File: config.mk
export PLATFORM = sky130hd
export DESIGN_NAME = rggen_register_bus_arbiter
export DESIGN_NICKNAME = d
export VERILOG_FILES = /design/src/rtl/rggen_register_bus_arbiter.sv
export SDC_FILE = /design/constraint.sdc
export NUM_CORES = 1
export LEC_CHECK = 0
export ABC_CLOCK_PERIOD_IN_PS = 2000
export CAP_MARGIN = 20
export CORE_ASPECT_RATIO = 0.6
export CORE_MARGIN = 2
export CORE_UTILIZATION = 34
export DETAILED_ROUTE_END_ITERATION = 16
export PLACE_DENSITY = 0.83
export SLEW_MARGIN = 25
export SYNTH_ARGS = -nofsm -noshare
export SYNTH_HDL_FRONTEND = slang
export SYNTH_SLANG_ARGS = --single-unit
File: constraint.sdc
create_clock -name i_clk -period 2 [get_ports i_clk]
set_clock_uncertainty 0.1 [all_clocks]
set_input_delay 0.4 -clock i_clk [delete_from_list [all_inputs] [get_ports i_clk]]
set_output_delay 0.4 -clock i_clk [all_outputs]
set_load 0.02 [all_outputs]
File: src/rtl/rggen_register_bus_arbiter.sv
// Round-robin arbiter sharing one rggen register bus among HOSTS requesters.
// Define RGGEN_BUS_ARBITER_TIMEOUT_EN to end a stalled access with SLVERR after TIMEOUT_CYCLES.
module rggen_register_bus_arbiter #(
  parameter int unsigned HOSTS          = 2,
  parameter int unsigned ADDRESS_WIDTH  = 8,
  parameter int unsigned BUS_WIDTH      = 32,
  parameter int unsigned TIMEOUT_CYCLES = 256
) (
  input  logic                           i_clk,
  input  logic                           i_rst_n,
  input  logic [HOSTS-1:0]               i_host_valid,
  input  logic [2*HOSTS-1:0]             i_host_access,
  input  logic [ADDRESS_WIDTH*HOSTS-1:0] i_host_address,
  input  logic [BUS_WIDTH*HOSTS-1:0]     i_host_write_data,
  input  logic [(BUS_WIDTH/8)*HOSTS-1:0] i_host_strobe,
  output logic [HOSTS-1:0]               o_host_ready,
  output logic [2*HOSTS-1:0]             o_host_status,
  output logic [BUS_WIDTH*HOSTS-1:0]     o_host_read_data,
  output logic [HOSTS-1:0]               o_grant,
  output logic                           o_bus_valid,
  output logic [1:0]                     o_bus_access,
  output logic [ADDRESS_WIDTH-1:0]       o_bus_address,
  output logic [BUS_WIDTH-1:0]           o_bus_write_data,
  output logic [BUS_WIDTH/8-1:0]         o_bus_strobe,
  input  logic                           i_bus_ready,
  input  logic [1:0]                     i_bus_status,
  input  logic [BUS_WIDTH-1:0]           i_bus_read_data
);

  localparam int unsigned STROBE_WIDTH = BUS_WIDTH / 8;
  localparam int unsigned PTR_WIDTH    = (HOSTS > 1) ? $clog2(HOSTS) : 1;

  typedef enum logic {
    IDLE,
    BUSY
  } state_e;

  state_e                   state_q;
  state_e                   state_d;
  logic [PTR_WIDTH-1:0]     ptr_q;
  logic [PTR_WIDTH-1:0]     ptr_d;
  logic [PTR_WIDTH-1:0]     owner_q;
  logic [PTR_WIDTH-1:0]     owner_d;
  logic [PTR_WIDTH-1:0]     pick;
  logic [PTR_WIDTH-1:0]     cand;
  logic                     any_valid;
  logic [HOSTS-1:0]         grant_q;
  logic [HOSTS-1:0]         grant_d;
  logic                     load;
  logic                     done;
  logic                     timeout;
  logic [1:0]               done_status;
  logic [BUS_WIDTH-1:0]     done_read_data;

  logic [1:0]               access_q;
  logic [ADDRESS_WIDTH-1:0] address_q;
  logic [BUS_WIDTH-1:0]     write_data_q;
  logic [STROBE_WIDTH-1:0]  strobe_q;

  logic [1:0]               host_access     [HOSTS];
  logic [ADDRESS_WIDTH-1:0] host_address    [HOSTS];
  logic [BUS_WIDTH-1:0]     host_write_data [HOSTS];
  logic [STROBE_WIDTH-1:0]  host_strobe     [HOSTS];

  // Per-host slicing of the flat request/response buses
  for (genvar g = 0; g < HOSTS; g++) begin : g_host
    assign host_access[g]     = i_host_access[2*g +: 2];
    assign host_address[g]    = i_host_address[ADDRESS_WIDTH*g +: ADDRESS_WIDTH];
    assign host_write_data[g] = i_host_write_data[BUS_WIDTH*g +: BUS_WIDTH];
    assign host_strobe[g]     = i_host_strobe[STROBE_WIDTH*g +: STROBE_WIDTH];

    assign o_host_ready[g]                         = done && (owner_q == PTR_WIDTH'(g));
    assign o_host_status[2*g +: 2]                 = o_host_ready[g] ? done_status : 2'b00;
    assign o_host_read_data[BUS_WIDTH*g +: BUS_WIDTH] = o_host_ready[g] ? done_read_data : '0;
  end

  // A watchdog expiry reports SLVERR with zero data; a real ready always wins
  assign done_status    = i_bus_ready ? i_bus_status : 2'b10;
  assign done_read_data = i_bus_ready ? i_bus_read_data : '0;

  // First requester at or after the round-robin pointer
  always_comb begin
    pick      = ptr_q;
    cand      = '0;
    any_valid = 1'b0;
    for (int unsigned i = 0; i < HOSTS; i++) begin
      cand = PTR_WIDTH'((32'(ptr_q) + i) % HOSTS);
      if (!any_valid && i_host_valid[cand]) begin
        any_valid = 1'b1;
        pick      = cand;
      end
    end
  end

  always_ff @(posedge i_clk) begin
    if (!i_rst_n) begin
      state_q <= IDLE;
      ptr_q   <= '0;
      owner_q <= '0;
      grant_q <= '0;
    end else begin
      state_q <= state_d;
      ptr_q   <= ptr_d;
      owner_q <= owner_d;
      grant_q <= grant_d;
    end
  end

  always_comb begin
    state_d = state_q;
    ptr_d   = ptr_q;
    owner_d = owner_q;
    grant_d = grant_q;
    load    = 1'b0;
    done    = 1'b0;
    case (state_q)
      IDLE: begin
        if (any_valid) begin
          state_d = BUSY;
          owner_d = pick;
          grant_d = HOSTS'(1) << pick;
          load    = 1'b1;
        end
      end
      BUSY: begin
        if (i_bus_ready || timeout) begin
          done    = 1'b1;
          state_d = IDLE;
          grant_d = '0;
          ptr_d   = (32'(owner_q) == HOSTS - 1) ? '0 : owner_q + PTR_WIDTH'(1);
        end
      end
      default: state_d = IDLE;
    endcase
  end

  // Registered bus payload, frozen for the whole BUSY phase
  always_ff @(posedge i_clk) begin
    if (!i_rst_n) begin
      access_q     <= '0;
      address_q    <= '0;
      write_data_q <= '0;
      strobe_q     <= '0;
    end else if (load) begin
      access_q     <= host_access[pick];
      address_q    <= host_address[pick];
      write_data_q <= host_write_data[pick];
      strobe_q     <= host_strobe[pick];
    end
  end

`ifdef RGGEN_BUS_ARBITER_TIMEOUT_EN
  localparam int unsigned COUNT_WIDTH = $clog2(TIMEOUT_CYCLES);

  logic [COUNT_WIDTH-1:0] count_q;

  always_ff @(posedge i_clk) begin
    if (!i_rst_n) begin
      count_q <= '0;
    end else if (load) begin
      count_q <= '0;
    end else if ((state_q == BUSY) && !i_bus_ready) begin
      count_q <= count_q + COUNT_WIDTH'(1);
    end
  end

  assign timeout = (state_q == BUSY) && !i_bus_ready &&
                   (count_q == COUNT_WIDTH'(TIMEOUT_CYCLES - 1));
`else
  logic unused_timeout_cycles;
  assign unused_timeout_cycles = ^32'(TIMEOUT_CYCLES);
  assign timeout               = 1'b0;
`endif

  assign o_grant          = grant_q;
  assign o_bus_valid      = (state_q == BUSY);
  assign o_bus_access     = access_q;
  assign o_bus_address    = address_q;
  assign o_bus_write_data = write_data_q;
  assign o_bus_strobe     = strobe_q;

endmodule

==> impl_metrics.ini, run 1 <==
[setup_path]
worstSetupStartpoint = i_bus_ready
critPathLaunchType = primary input
rr_startpoint = o_bus_valid
crit_fanout = 17
crit_path_end_kind = output port
reg2reg_depth = 5
rrSetupSlack_ns = 0.46
cp.arrival_ns = 1.47
critPathRequiredTime_ns = 1.50
endpoint = o_host_read_data[0]
reg2reg_to = o_bus_write_data[30]
worstSetupPathType = primary input to output port

[placement]
place.gp.congestion = 0.7690
dp_worst_setup_slack_ns = -0.6331
port-buffer-count = 249
hpwl_microns = 9067
place_area_sq_mm = 0.005475

[global_routing]
grt_max_degree = 52
antenna_found_initial = 0
overflow = 0
grt_usage_pct = 25.06
grt_first_pass_wirelength_microns = 17770
grt_pass1_vias = 3304

[sta]
finalHoldViolations = 0
setup_viol = 0
fin_setup_tns_ns = 0
fin_crit_ns = 1.975
fin_crit_sh_pct = 98.74
maxSlewHeadroom_pct = 69.14
drv_slew = 0
max_freq_ghz = 0.5064
worst_pin_slew_ns = 0.4512
setup_slack_ns = 0.02520

[pwr]
power_leakage_nw = 2.146
pwr-share-seq_pct = 37.3
p_int_mw = 2.172
power_density_mw_per_mm2 = 538.6
clkPwrFrac_pct = 28.0
p_sw_mw = 0.8876
power_frac_comb_pct = 34.7
switching_share_pct = 29.01
peakVddDrop_v = 0.0004215

[floorplan]
num_rows = 25
die_area_sq_mm = 0.009167
ios = 250
fp.dieW_microns = 122.3
initial_utilization_pct = 35.64
fp.dieH_microns = 74.97
core-area_sq_mm = 0.008008

[layout]
drive_gt1_share_pct = 20.54
diodes = 0
mostFrequentLayoutCells = 178 x clkdlybuf4s50_1, 58 x and2_1, 49 x dfxtp_1
stdcell_area_sq_mm = 0.005682
areaGrowthSynthToFinish_pct = 99.08
nets = 691
num-fill-cells = 602
final_common_cell = clkdlybuf4s50_1

[yosys]
synth_warnings = 0
synth.distinct_cells = 26
syn-num-nets = 452
synthesis.area_sq_mm = 0.002854
yosys_register_bits = 51
ys_seq_area_share_pct = 35.77
synth_area_per_cell_sq_um = 8.891
syn_inst = 321

[clock_tree]
clock_latency_ns = 0.29
cts_buffer_depth = 2
clock-root-buffer = clkbuf_16
cts_num_sinks = 51
cts.hold.buffers_added = 0
htree_levels = 2
cts_tree = done
cts_made_buffers = 5
clk_pin_slew_worst_paths_ns = 0.07

[detailed_routing]
drc = 0
vias_per_cell = 5.165
first_iter_violations = 181
ant_nets = 0
avgRoutedWirePerCell_microns = 18.73
first_pass_iters = 5
wl_microns = 12510
via_count = 3450

[run_status]
outcome = finished, final reports clean

[worst_hold_path]
hold_path_class = flop to flop

[run]
cap_violations = 0
## cell type report
| class | instances | area, sq um | share of cell area, % |
|---|---|---|---|
| Timing Repair Buffer | 271 | 2776 | 48.87 |
| Multi-Input combinational cell | 228 | 1592 | 28.01 |
| Sequential cell | 51 | 1023 | 18.01 |
| Clock buffer | 6 | 138.9 | 2.444 |
| Tap cell | 108 | 135.1 | 2.378 |
| Inverter | 3 | 11.26 | 0.1982 |
| Clock inverter | 1 | 5.005 | 0.08809 |
## synthesized netlist by cell type
master	instances	area share, %
o311a_1	1	0.35
and2b_1	2	0.53
o21bai_4	1	0.66
buf_2	11	1.9
clkbuf_2	2	0.35
o21ba_2	1	0.35
and3_1	1	0.22
dfxtp_1	51	36
nand2_1	4	0.53
clkbuf_1	8	1.1
a21oi_1	1	0.18
nand3_1	45	7.9
o21ai_0	3	0.53
nor2b_1	1	0.22
and3b_1	1	0.31
buf_6	9	3.6
a32oi_1	44	14
buf_4	9	2.4
nand3b_1	1	0.26
nor3_1	2	0.35
inv_1	3	0.39
a2111oi_0	4	1.2
nand2b_1	1	0.22
and2_1	68	15
a21boi_0	37	9.7
a21boi_1	10	2.6
## flip-flops by register name (all words and copies together), names as in the netlist
name and cells:
o_bus_address 8, owner_q 1, o_bus_access 2, ptr_q 1
o_bus_valid 1, o_bus_strobe 4, o_bus_write_data 32, o_grant 2
## what timing repair did
action	4_1_cts	5_1_grt
cloned	2	0
setup endpoints to repair	70	31
resized for setup	256	40
endpoints found under the hold margin	0	0
setup buffers	1	0
pin swaps	1	1
## per-layer routing
| metal | up-vias | share of wire, % | track usage (%) |
|---|---|---|---|
| li1 | 1664 | - | - |
| met5 | - | 0 | 0 |
| met4 | 0 | 0.78 | 3.704 |
| met2 | 117 | 48 | 40.43 |
| met1 | 1660 | 44 | 34.29 |
| met3 | 9 | 7.2 | 7.348 |
## power by group through the flow
stage	combinational, mW	clock, mW	sequential, mW
2_1_floorplan	0.354	0	1.25
3_3_place_gp	1.02	0	1.16
5_1_grt	1.12	0.912	1.15
6_report	1.06	0.857	1.14
3_5_place_dp	1.04	0	1.16
4_1_cts	1.04	0.884	1.14
## metrics by stage
step	hold slack [ns]	util (%)	std cells	power, mW
6_report	0.3892	70.95	668	3.060
5_1_grt	0.4166	70.95	668	3.185
4_1_cts	0.3869	69.53	668	3.061
3_5_place_dp	0.3711	68.38	658	2.204
3_3_place_gp	0.3564	68.38	658	2.182
2_1_floorplan	0.3571	-	321	1.609
## worst max-delay path, cell delays in order
cell and delay, ns:
clkdlybuf4s15_1 0.21, and3b_2 0.28, buf_12 0.14, buf_16 0.14
and2_1 0.17, buf_6 0.13
## logic make-up after synthesis
family                 Yosys count  synth area share, %
DFF                             51                35.77
AOI/OAI and AO/OA              102                29.15
and+or+nand+nor                126                25.43
buffers and inverters           42                9.645
## worst min-delay path by stage
stage               start          to  slack [ns]  depth (start not counted)
2_1_floorplan     owner_q     owner_q        0.36                          2
3_3_place_gp   o_grant[1]  o_grant[1]        0.36                          2
3_5_place_dp   o_grant[1]  o_grant[1]        0.37                          2
4_1_cts        o_grant[1]  o_grant[1]        0.39                          2
5_1_grt        o_grant[1]  o_grant[1]        0.42                          2
6_report       o_grant[1]  o_grant[1]        0.39                          2
No activity file was read; power rests on OpenSTA's default activity.
==> run 2, diff against run 1 <==
- ABC_CLOCK_PERIOD_IN_PS: 2000 -> not set
==> results of run 2 <==
Same layout as run 1: the final DEF is identical, and so are final timing and power.
==> run 3, diff against run 2 <==
--- a/config.mk
+++ b/config.mk
@@ -12,4 +12,5 @@
 export DETAILED_ROUTE_END_ITERATION = 16
 export PLACE_DENSITY = 0.83
+export SETUP_SLACK_MARGIN = 0.15
 export SLEW_MARGIN = 25
 export SYNTH_ARGS = -nofsm -noshare
--- a/constraint.sdc
+++ b/constraint.sdc
@@ -3,3 +3,3 @@
 set_input_delay 0.4 -clock i_clk [delete_from_list [all_inputs] [get_ports i_clk]]
 set_output_delay 0.4 -clock i_clk [all_outputs]
-set_load 0.02 [all_outputs]
+set_load 0.05 [all_outputs]
==> run 3 against run 2 <==
Wire length is 18% higher. Clock-buffer cell count up 1. Utilization up 13 points. Combinational power is 41% higher. Cell count grew 1.5%. Design area up 18%. Sequential power is essentially flat. Worst hold slack got worse by 0.0057 ns. Total power increased by 14%. Sequential share of layout area shrank 2.7 points. Register-to-register slack worse by 0.13 ns. Maximum frequency shrank 0.78%. Highest routed layer unchanged.
==> impl_metrics.ini, run 3 (synthesized netlist as in run 1, its figures left out) <==
[run]
cap_violations = 0

[pwr]
peakVddDrop_v = 0.0004688
power_density_mw_per_mm2 = 520.8
power_leakage_nw = 2.726

[floorplan]
fp.dieW_microns = 122.3
initial_utilization_pct = 35.64
fp.dieH_microns = 74.97
die_area_sq_mm = 0.009167
core-area_sq_mm = 0.008008
num_rows = 25
ios = 250

[clock_tree]
cts_num_sinks = 51
clock_latency_ns = 0.29
cts_tree = done
cts.hold.buffers_added = 0
cts_buffer_depth = 2
clk_pin_slew_worst_paths_ns = 0.07
cts_made_buffers = 5
clock-root-buffer = clkbuf_16
htree_levels = 2

[placement]
place_area_sq_mm = 0.006222
placedCellCount = 655
port-buffer-count = 249
dp_worst_setup_slack_ns = -0.1849
hpwl_microns = 10430
place.gp.congestion = 0.8011

[global_routing]
grt_pass1_vias = 3710
antenna_found_initial = 0
grt_usage_pct = 31.04
grt_max_degree = 52
overflow = 0
use_met2_pct = 53.09
grt_busiest_layer = met2
globalRouteMet3Util_pct = 8.712
grt_first_pass_wirelength_microns = 21360
grt_util_met1_pct = 38.15

[detailed_routing]
vias_per_cell = 5.410
first_iter_violations = 227
drc = 0
ant_nets = 0
via_count = 3668
wl_microns = 14790
avgRoutedWirePerCell_microns = 21.81
first_pass_iters = 4

[sta]
finalHoldViolations = 0
maxSlewHeadroom_pct = 62.03
drv_slew = 0
rsz0062_at_grt = yes
max_freq_ghz = 0.5025
setup_slack_ns = 0.009773
fin_crit_ns = 1.990
fin_crit_sh_pct = 99.51
worst_pin_slew_ns = 0.5552
setup_viol = 0

[layout]
final_common_cell = clkdlybuf4s50_1
drive_gt1_share_pct = 35.09
stdcell_area_sq_mm = 0.006691
largest_reg_flops = 32
diodes = 0
stdcell_count = 678
areaGrowthSynthToFinish_pct = 134.5
mostFrequentLayoutCells = 127 x clkdlybuf4s50_1, 81 x buf_12, 56 x and2_4
nets = 700

[setup_path]
crit_path_end_kind = output port
cp.arrival_ns = 1.49
critPathRequiredTime_ns = 1.50
worstSetupPathType = flop to output port
reg2reg_depth = 6
critPathLaunchType = flop
slowest_delay_ns = 0.32
cp_common_cell = buf_12
crit_buf_inv = 3
rr_startpoint = o_bus_valid
rrSetupSlack_ns = 0.33
path_delay_family = simple AND/OR/NAND/NOR gates
reg2reg_to = o_bus_write_data[7]
cp_cell_sequence = and3b_2 -> buf_12 -> buf_12 -> and2_4 -> buf_12
cpMaxStageDelayCell = dfxtp_2
crit_fanout = 6

[worst_hold_path]
hp-start = o_grant[1]
holdPathEnd = o_grant[1]
hold_path_class = flop to flop
whs_path_depth = 2

[run_status]
outcome = finished, final reports clean
run 3: worst reg2reg max path: stages (launching register included):
cell and delay, ns:
dfxtp_4 0.35, buf_6 0.10, buf_4 0.15, and2b_2 0.27
buf_12 0.17, a32oi_1 0.26, a21boi_0 0.15
run 3: worst max path at each step:
stage	from	slack (ns)	endpoint	cells past startpoint
6_report	owner_q	0.01	o_host_read_data[18]	5
4_1_cts	o_bus_valid	0.03	o_host_read_data[2]	5
3_5_place_dp	i_bus_ready	-0.18	o_host_status[1]	5
5_1_grt	o_bus_valid	-0.008	o_host_read_data[35]	5
2_1_floorplan	o_bus_valid	0.16	o_host_read_data[10]	4
3_3_place_gp	i_bus_ready	-0.15	o_host_status[1]	5
run 3: layer usage:
metal | routed length (microns) | part of all wire, %
met2 | 7315 | 49
met1 | 5788 | 39
met4 | 425 | 2.9
met5 | 0 | 0
met3 | 1257 | 8.5
run 3: stage by stage:
| step | util, % | total power [mW] | setup TNS [ns] | hold slack, ns |
|---|---|---|---|---|
| 6_report | 83.56 | 3.485 | 0 | 0.3834 |
| 4_1_cts | 82.98 | 3.462 | 0 | 0.3840 |
| 3_5_place_dp | 77.70 | 2.568 | -10.33 | 0.3705 |
| 3_3_place_gp | 77.70 | 2.537 | -7.773 | 0.3582 |
| 2_1_floorplan | - | 1.882 | 0 | 0.3571 |
| 5_1_grt | 83.56 | 3.597 | -0.04019 | 0.4130 |
run 3: final cells by class:
cell class / count / area [sq um]
Sequential cell: 51 / 1026
Fill cell: 433 / 1316
Timing Repair Buffer: 280 / 3659
Clock inverter: 1 / 5.005
Clock buffer: 7 / 132.6
Multi-Input combinational cell: 228 / 1723
Inverter: 3 / 11.26
Tap cell: 108 / 135.1
run 3: repair_timing:
| item | in CTS | in global routing |
|---|---|---|
| pin swaps | 17 | 5 |
| endpoints found under the setup margin | 102 | 101 |
| resized for setup | 79 | 11 |
| cloned | 7 | 1 |
| setup buffers | 7 | 0 |
run 3: power breakdown:
group / internal [mW] / switching (mW)
registers: 1.10 / 0.0463
logic: 0.698 / 0.791
clock network: 0.464 / 0.388
total: 2.26 / 1.23
==> variant 1 (flow settings as in run 1) <==
The parameter `ADDRESS_WIDTH` goes from 8 to 10.
--- a/src/rtl/rggen_register_bus_arbiter.sv
+++ b/src/rtl/rggen_register_bus_arbiter.sv
@@ -2,7 +2,7 @@
 // Define RGGEN_BUS_ARBITER_TIMEOUT_EN to end a stalled access with SLVERR after TIMEOUT_CYCLES.
 module rggen_register_bus_arbiter #(
   parameter int unsigned HOSTS          = 2,
-  parameter int unsigned ADDRESS_WIDTH  = 8,
+  parameter int unsigned ADDRESS_WIDTH  = 10,
   parameter int unsigned BUS_WIDTH      = 32,
   parameter int unsigned TIMEOUT_CYCLES = 256
 ) (
Interface: changed (resized i_host_address and o_bus_address); port bits go from 250 to 256. The function was not compared with the original's and may differ.
==> variant 1 against run 1 <==
Sequential cell count grew 2. Routed wire length down 9.4%. Setup slack better by 0.0024 ns. Synthesized cell count fell by 16%. Clock power rose by 7.9%. Maximum frequency increased by 0.12%. Cell count fell by 5.7%. Synthesized area shrank 9.0%. Largest power group unchanged. Die area shrank 8.6%. Power up 1.9%. Cell area down 3.7%. Worst hold slack lost 0.016 ns.
==> variant 1: results (changes against run 1) <==
| Metric | Value |
|---|---|
| Hold worst-path end | o_grant[0] |
| Synth Area in Compound Gates | 21.5% (-7.6 points) |
| Minimum setup slack after placement | -0.598 ns (+0.0351 ns) |
| Outcome | complete, no violations |
| Critical R2R Capture | o_bus_write_data[9] |
| Clock network power | 925 uW (+7.9%) |
| Static Leakage | 2.42 nW (+13%) |
| Worst hold slack after final layout | 0.373 ns (-0.0164 ns) |
| Wire length of the first global-routing pass | 16.7 mm (-5.9%) |
| Worst VDD drop | 0.456 mV (+8.1%) |
| Highest-delay cell along the critical path | sky130_fd_sc_hd__dlygate4sd2_1 |
| Synth cell types | 22 (-15%) |
| Post-layout nets | 660 (-4.5%) |
| Met3 demand-to-capacity share in global routing | 8.12% (+0.77 points) |
| Largest cells by area after synthesis | sky130_fd_sc_hd__dfxtp_1 (41%), sky130_fd_sc_hd__a221o_1 (18%), sky130_fd_sc_hd__and2_1 (16%), sky130_fd_sc_hd__and3_1 (12%), sky130_fd_sc_hd__buf_6 (2.6%) |
| Via count of the first global-routing pass | 3,191 (-3.4%) |
| Slack of the worst reg-to-reg path | 0.36 ns (-0.10 ns) |
| Fill cell total of the finished layout | 568 (-5.6%) |
| Register-to-Register Path Depth | 3 (-2) |
| Wirelength per Cell | 18.0 um (-4.0%) |
| Sequential power | 1.19 mW (+4%) |
| Shortest clock period the worst path allows after layout | 1.97 ns (-0.00238 ns) |
| HPWL after detailed placement | 8.31 mm (-8.3%) |
| Transition time at the pin with the least slew margin | 0.537 ns (+0.0856 ns) |
| Routability congestion estimate from global placement | 0.738 (-4.0%) |
| I/O Buffers | 255 (+2.4%) |
| Pin count of the biggest net entering global routing | 49 (-5.8%) |
| Ratio of routed vias to standard cells | 5.06 (-2.0%) |
| Launch point of the worst reg-to-reg path | ptr_q |
| Met1 demand-to-capacity share in global routing | 32.2% (-2.1 points) |
| Register area share after synthesis | 40.8% (+5.1 points) |
| Area post-placement | 0.00530 mm2 (-3.1%) |
| Switching power share of the total | 27.3% (-1.8 points) |
| Post-Route Utilization | 74.7% (+3.8 points) |
| Largest stage delay, worst path | 0.25 ns (-0.03 ns) |
| Top fanout value on the critical path | 9 (-8) |
==> variant 1: cell count changes after synthesis, sizes merged, moves of 3 or more <==
cell / delta
clkbuf: +3
and3: +48
a21boi: -47
nand3: -45
a32oi: -44
a221o: +48
nor2: +3
a21oi: +3
a2111oi: -4
buf: -13
==> variant 1: metal layers <==
| layer | routed length [um] | vias to the layer above | share of wire, % |
|---|---|---|---|
| li1 | - | 1517 | - |
| met1 | 4730 | 1492 | 42 |
| met2 | 5290 | 155 | 47 |
| met3 | 1010 | 26 | 8.9 |
| met4 | 293 | 0 | 2.6 |
| met5 | 0 | - | 0 |
==> variant 1: timing repair <==
item / CTS / global route
hold buffers: 0 / 0
endpoints found under the setup margin: 70 / 36
gates resized for setup: 247 / 12
cloned: 2 / 1
pin swaps: 1 / 1
buffers inserted: 2 / 1
==> variant 1: area by class of cell <==
class	instances	area share [%]
sequential	53	19.4
clock buffer	7	2.79
inverter	1	0.0686
clock inverter	1	0.160
multi-input combinational	187	25.2
tap	104	2.38
timing repair buffer	277	50.0
==> variant 2 (settings of run 1) <==
Without the edit above. Register the output `o_host_status`, cleared by the reset; this adds one clock of latency there. The other outputs are not delayed to match.
--- a/src/rtl/rggen_register_bus_arbiter.sv
+++ b/src/rtl/rggen_register_bus_arbiter.sv
@@ -35,6 +35,8 @@
     BUSY
   } state_e;
 
+  logic [2*HOSTS-1:0] o_host_status_d;
+
   state_e                   state_q;
   state_e                   state_d;
   logic [PTR_WIDTH-1:0]     ptr_q;
@@ -70,7 +72,7 @@
     assign host_strobe[g]     = i_host_strobe[STROBE_WIDTH*g +: STROBE_WIDTH];
 
     assign o_host_ready[g]                         = done && (owner_q == PTR_WIDTH'(g));
-    assign o_host_status[2*g +: 2]                 = o_host_ready[g] ? done_status : 2'b00;
+    assign o_host_status_d[2*g +: 2]                 = o_host_ready[g] ? done_status : 2'b00;
     assign o_host_read_data[BUS_WIDTH*g +: BUS_WIDTH] = o_host_ready[g] ? done_read_data : '0;
   end
 
@@ -179,5 +181,13 @@
   assign o_bus_write_data = write_data_q;
   assign o_bus_strobe     = strobe_q;
 
+  always_ff @(posedge i_clk) begin
+    if (!i_rst_n) begin
+      o_host_status <= '0;
+    end else begin
+      o_host_status <= o_host_status_d;
+    end
+  end
+
 endmodule
 
Formal check against the unedited RTL: not equivalent (a bounded check fails within 4 cycles, from zero or initial values and one cycle with i_rst_n low).
==> variant 2 against run 1 <==
Power increased by 0.26%. Critical path type unchanged. Global-route usage decreased by 0.70 points. Sequential cell count increased by 4. Critical endpoint is now o_host_read_data[31]. Routed wire length decreased by 14%. Critical path depth decreased by 1. Clock power increased by 2.7%. Cell area decreased by 5.0%. Setup slack got worse by 0.0072 ns. Sequential power increased by 8%. Synthesized area decreased by 9.6%.
==> variant 2: results (changes against run 1) <==
| Metric | Value |
|---|---|
| Outcome | complete, no violations |
| Via count of the first global-routing pass | 3,047 (-7.8%) |
| Worst VDD drop | 0.412 mV (-2.1%) |
| Met3 demand-to-capacity share in global routing | 7.78% (+0.43 points) |
| Total global routing track utilization | 24.4% (-0.70 points) |
| Most instantiated cells after synthesis | sky130_fd_sc_hd__and2_1 (64), sky130_fd_sc_hd__dfxtp_1 (55), sky130_fd_sc_hd__a221o_1 (46), sky130_fd_sc_hd__and3_1 (46), sky130_fd_sc_hd__clkbuf_1 (15) |
| Register area share after synthesis | 42.7% (+6.9 points) |
| Top fanout value on the critical path | 16 (-1) |
| Number of nets produced by synthesis | 399 (-12%) |
| Pin count of the biggest net entering global routing | 47 (-9.6%) |
| Post-layout nets | 651 (-5.8%) |
| Placed Cells incl. Taps | 614 (-6.7%) |
| Largest cells by area after synthesis | sky130_fd_sc_hd__dfxtp_1 (43%), sky130_fd_sc_hd__a221o_1 (18%), sky130_fd_sc_hd__and2_1 (16%), sky130_fd_sc_hd__and3_1 (11%), sky130_fd_sc_hd__buf_6 (2.2%) |
| Met2 usage | 40.1% (-0.38 points) |
| Detailed-routing iteration count for the pre-antenna-repair pass | 4 (-1) |
| CTS buffer count | 5 (unchanged) |
| Final standard cell count with taps included and fillers excluded | 625 (-6.4%) |
| Vias | 3,098 (-10%) |
| Routability congestion estimate from global placement | 0.803 (+4.4%) |
| Class of the tightest hold or removal check | reg -> reg |
| Warnings from Yosys | 0 (unchanged) |
| Number of flip-flops in the largest register | 32 (unchanged) |
| Clock transition at the registers of the reported paths | 0.07 ns (about the same) |
| Relative max-transition margin | 74.8% (+5.7 points) |
| Met1 demand-to-capacity share in global routing | 31.3% (-3.0 points) |
| Worst EP arrival | 1.48 ns |
| Average cell area after synthesis | 9.62 um2 (+8.2%) |
| HPWL after detailed placement | 8.25 mm (-9.0%) |
| Synth cell types | 23 (-12%) |
| Static Leakage | 2.37 nW (+11%) |
| Wire length of the first global-routing pass | 15.9 mm (-10%) |
| Number of DRC markers after the initial detailed-route iteration | 115 (-36%) |
| Wirelength per Cell | 17.2 um (-7.9%) |
| Layout cell share with drive strength beyond 1 | 19.6% (-0.96 points) |
variant 2: cell count changes after synthesis, sizes merged, moves of 3 or more:
cell,run 1,this run
and2,68,64
buf,29,11
a2111oi,4,0
a32oi,44,0
nor2,0,5
clkbuf,10,15
a21boi,47,0
a21oi,1,4
dfxtp,51,55
and3,1,46
a221o,0,46
nand3,45,2
variant 2: logic make-up (layout without fill, tap and decap cells):
family	after synthesis	count (layout)	synth area share [%]
AND/OR/NAND/NOR	127	127	30.2
AO/OA/AOI/OAI	57	57	21.1
buffers and inverters	29	282	5.97
flip-flops	55	55	42.7
variant 2: cell type report:
| type | count | area [um2] |
|---|---|---|
| Fill cell | 556 | 1900 |
| Sequential cell | 55 | 1100 |
| Timing Repair Buffer | 271 | 2670 |
| Tap cell | 104 | 130 |
| Multi-Input combinational cell | 184 | 1330 |
| Clock buffer | 5 | 125 |
| Clock inverter | 3 | 23.8 |
| Inverter | 3 | 11.3 |
variant 2: layer usage:
layer / vias to the layer above / part of all wire (%)
met5: - / 0
met4: 0 / 1.4
met3: 17 / 8.8
met2: 140 / 48
met1: 1445 / 42
li1: 1496 / -
variant 2: path summary, 6_finish.rpt:
kind	startpoint	to	slack, ns	cells after the start
worst min-delay path	o_grant[0]	o_grant[0]	0.38	2
worst max register to register	o_bus_valid	o_bus_address[3]	0.44	5
worst min register to register	o_grant[0]	o_grant[0]	0.38	2
worst max-delay path	i_bus_ready	o_host_read_data[31]	0.02	5
variant 2: critical path: stages:
cell and delay, ns:
sky130_fd_sc_hd__dlygate4sd2_1 0.25, sky130_fd_sc_hd__and3b_2 0.22, sky130_fd_sc_hd__bufbuf_16 0.28, sky130_fd_sc_hd__and2_1 0.17, sky130_fd_sc_hd__buf_4 0.16
variant 2: repair_timing:
action / CTS / global route
endpoints found under the setup margin: 66 / 62
hold endpoints to repair: 0 / 0
setup buffers: 2 / 0
hold buffers: 0 / 0
gates resized for setup: 235 / 14
pin swaps: 1 / 1
gates cloned: 1 / 0
variant 2: stage by stage:
step | setup TNS (ns) | util [%] | cell area [um2] | power, mW | worst slack, ns
final | 0 | 73.9 | 5400 | 3.07 | 0.0180
after global routing | -0.0645 | 73.9 | 5400 | 3.19 | -0.0182
after CTS | 0 | 73.6 | 5370 | 3.08 | 0.000252
after detailed placement | -36.85 | 72.5 | 5290 | 2.21 | -0.583
after global placement | -33.87 | 72.5 | 5290 | 2.20 | -0.566
after floorplan | 0 | - | 2580 | 1.61 | 0.128
variant 2: where the power goes:
part	switching [mW]	internal, mW	total, mW
combinational	0.399	0.558	0.956
sequential	0.0449	1.19	1.23
clock	0.411	0.469	0.880
total	0.855	2.21	3.07
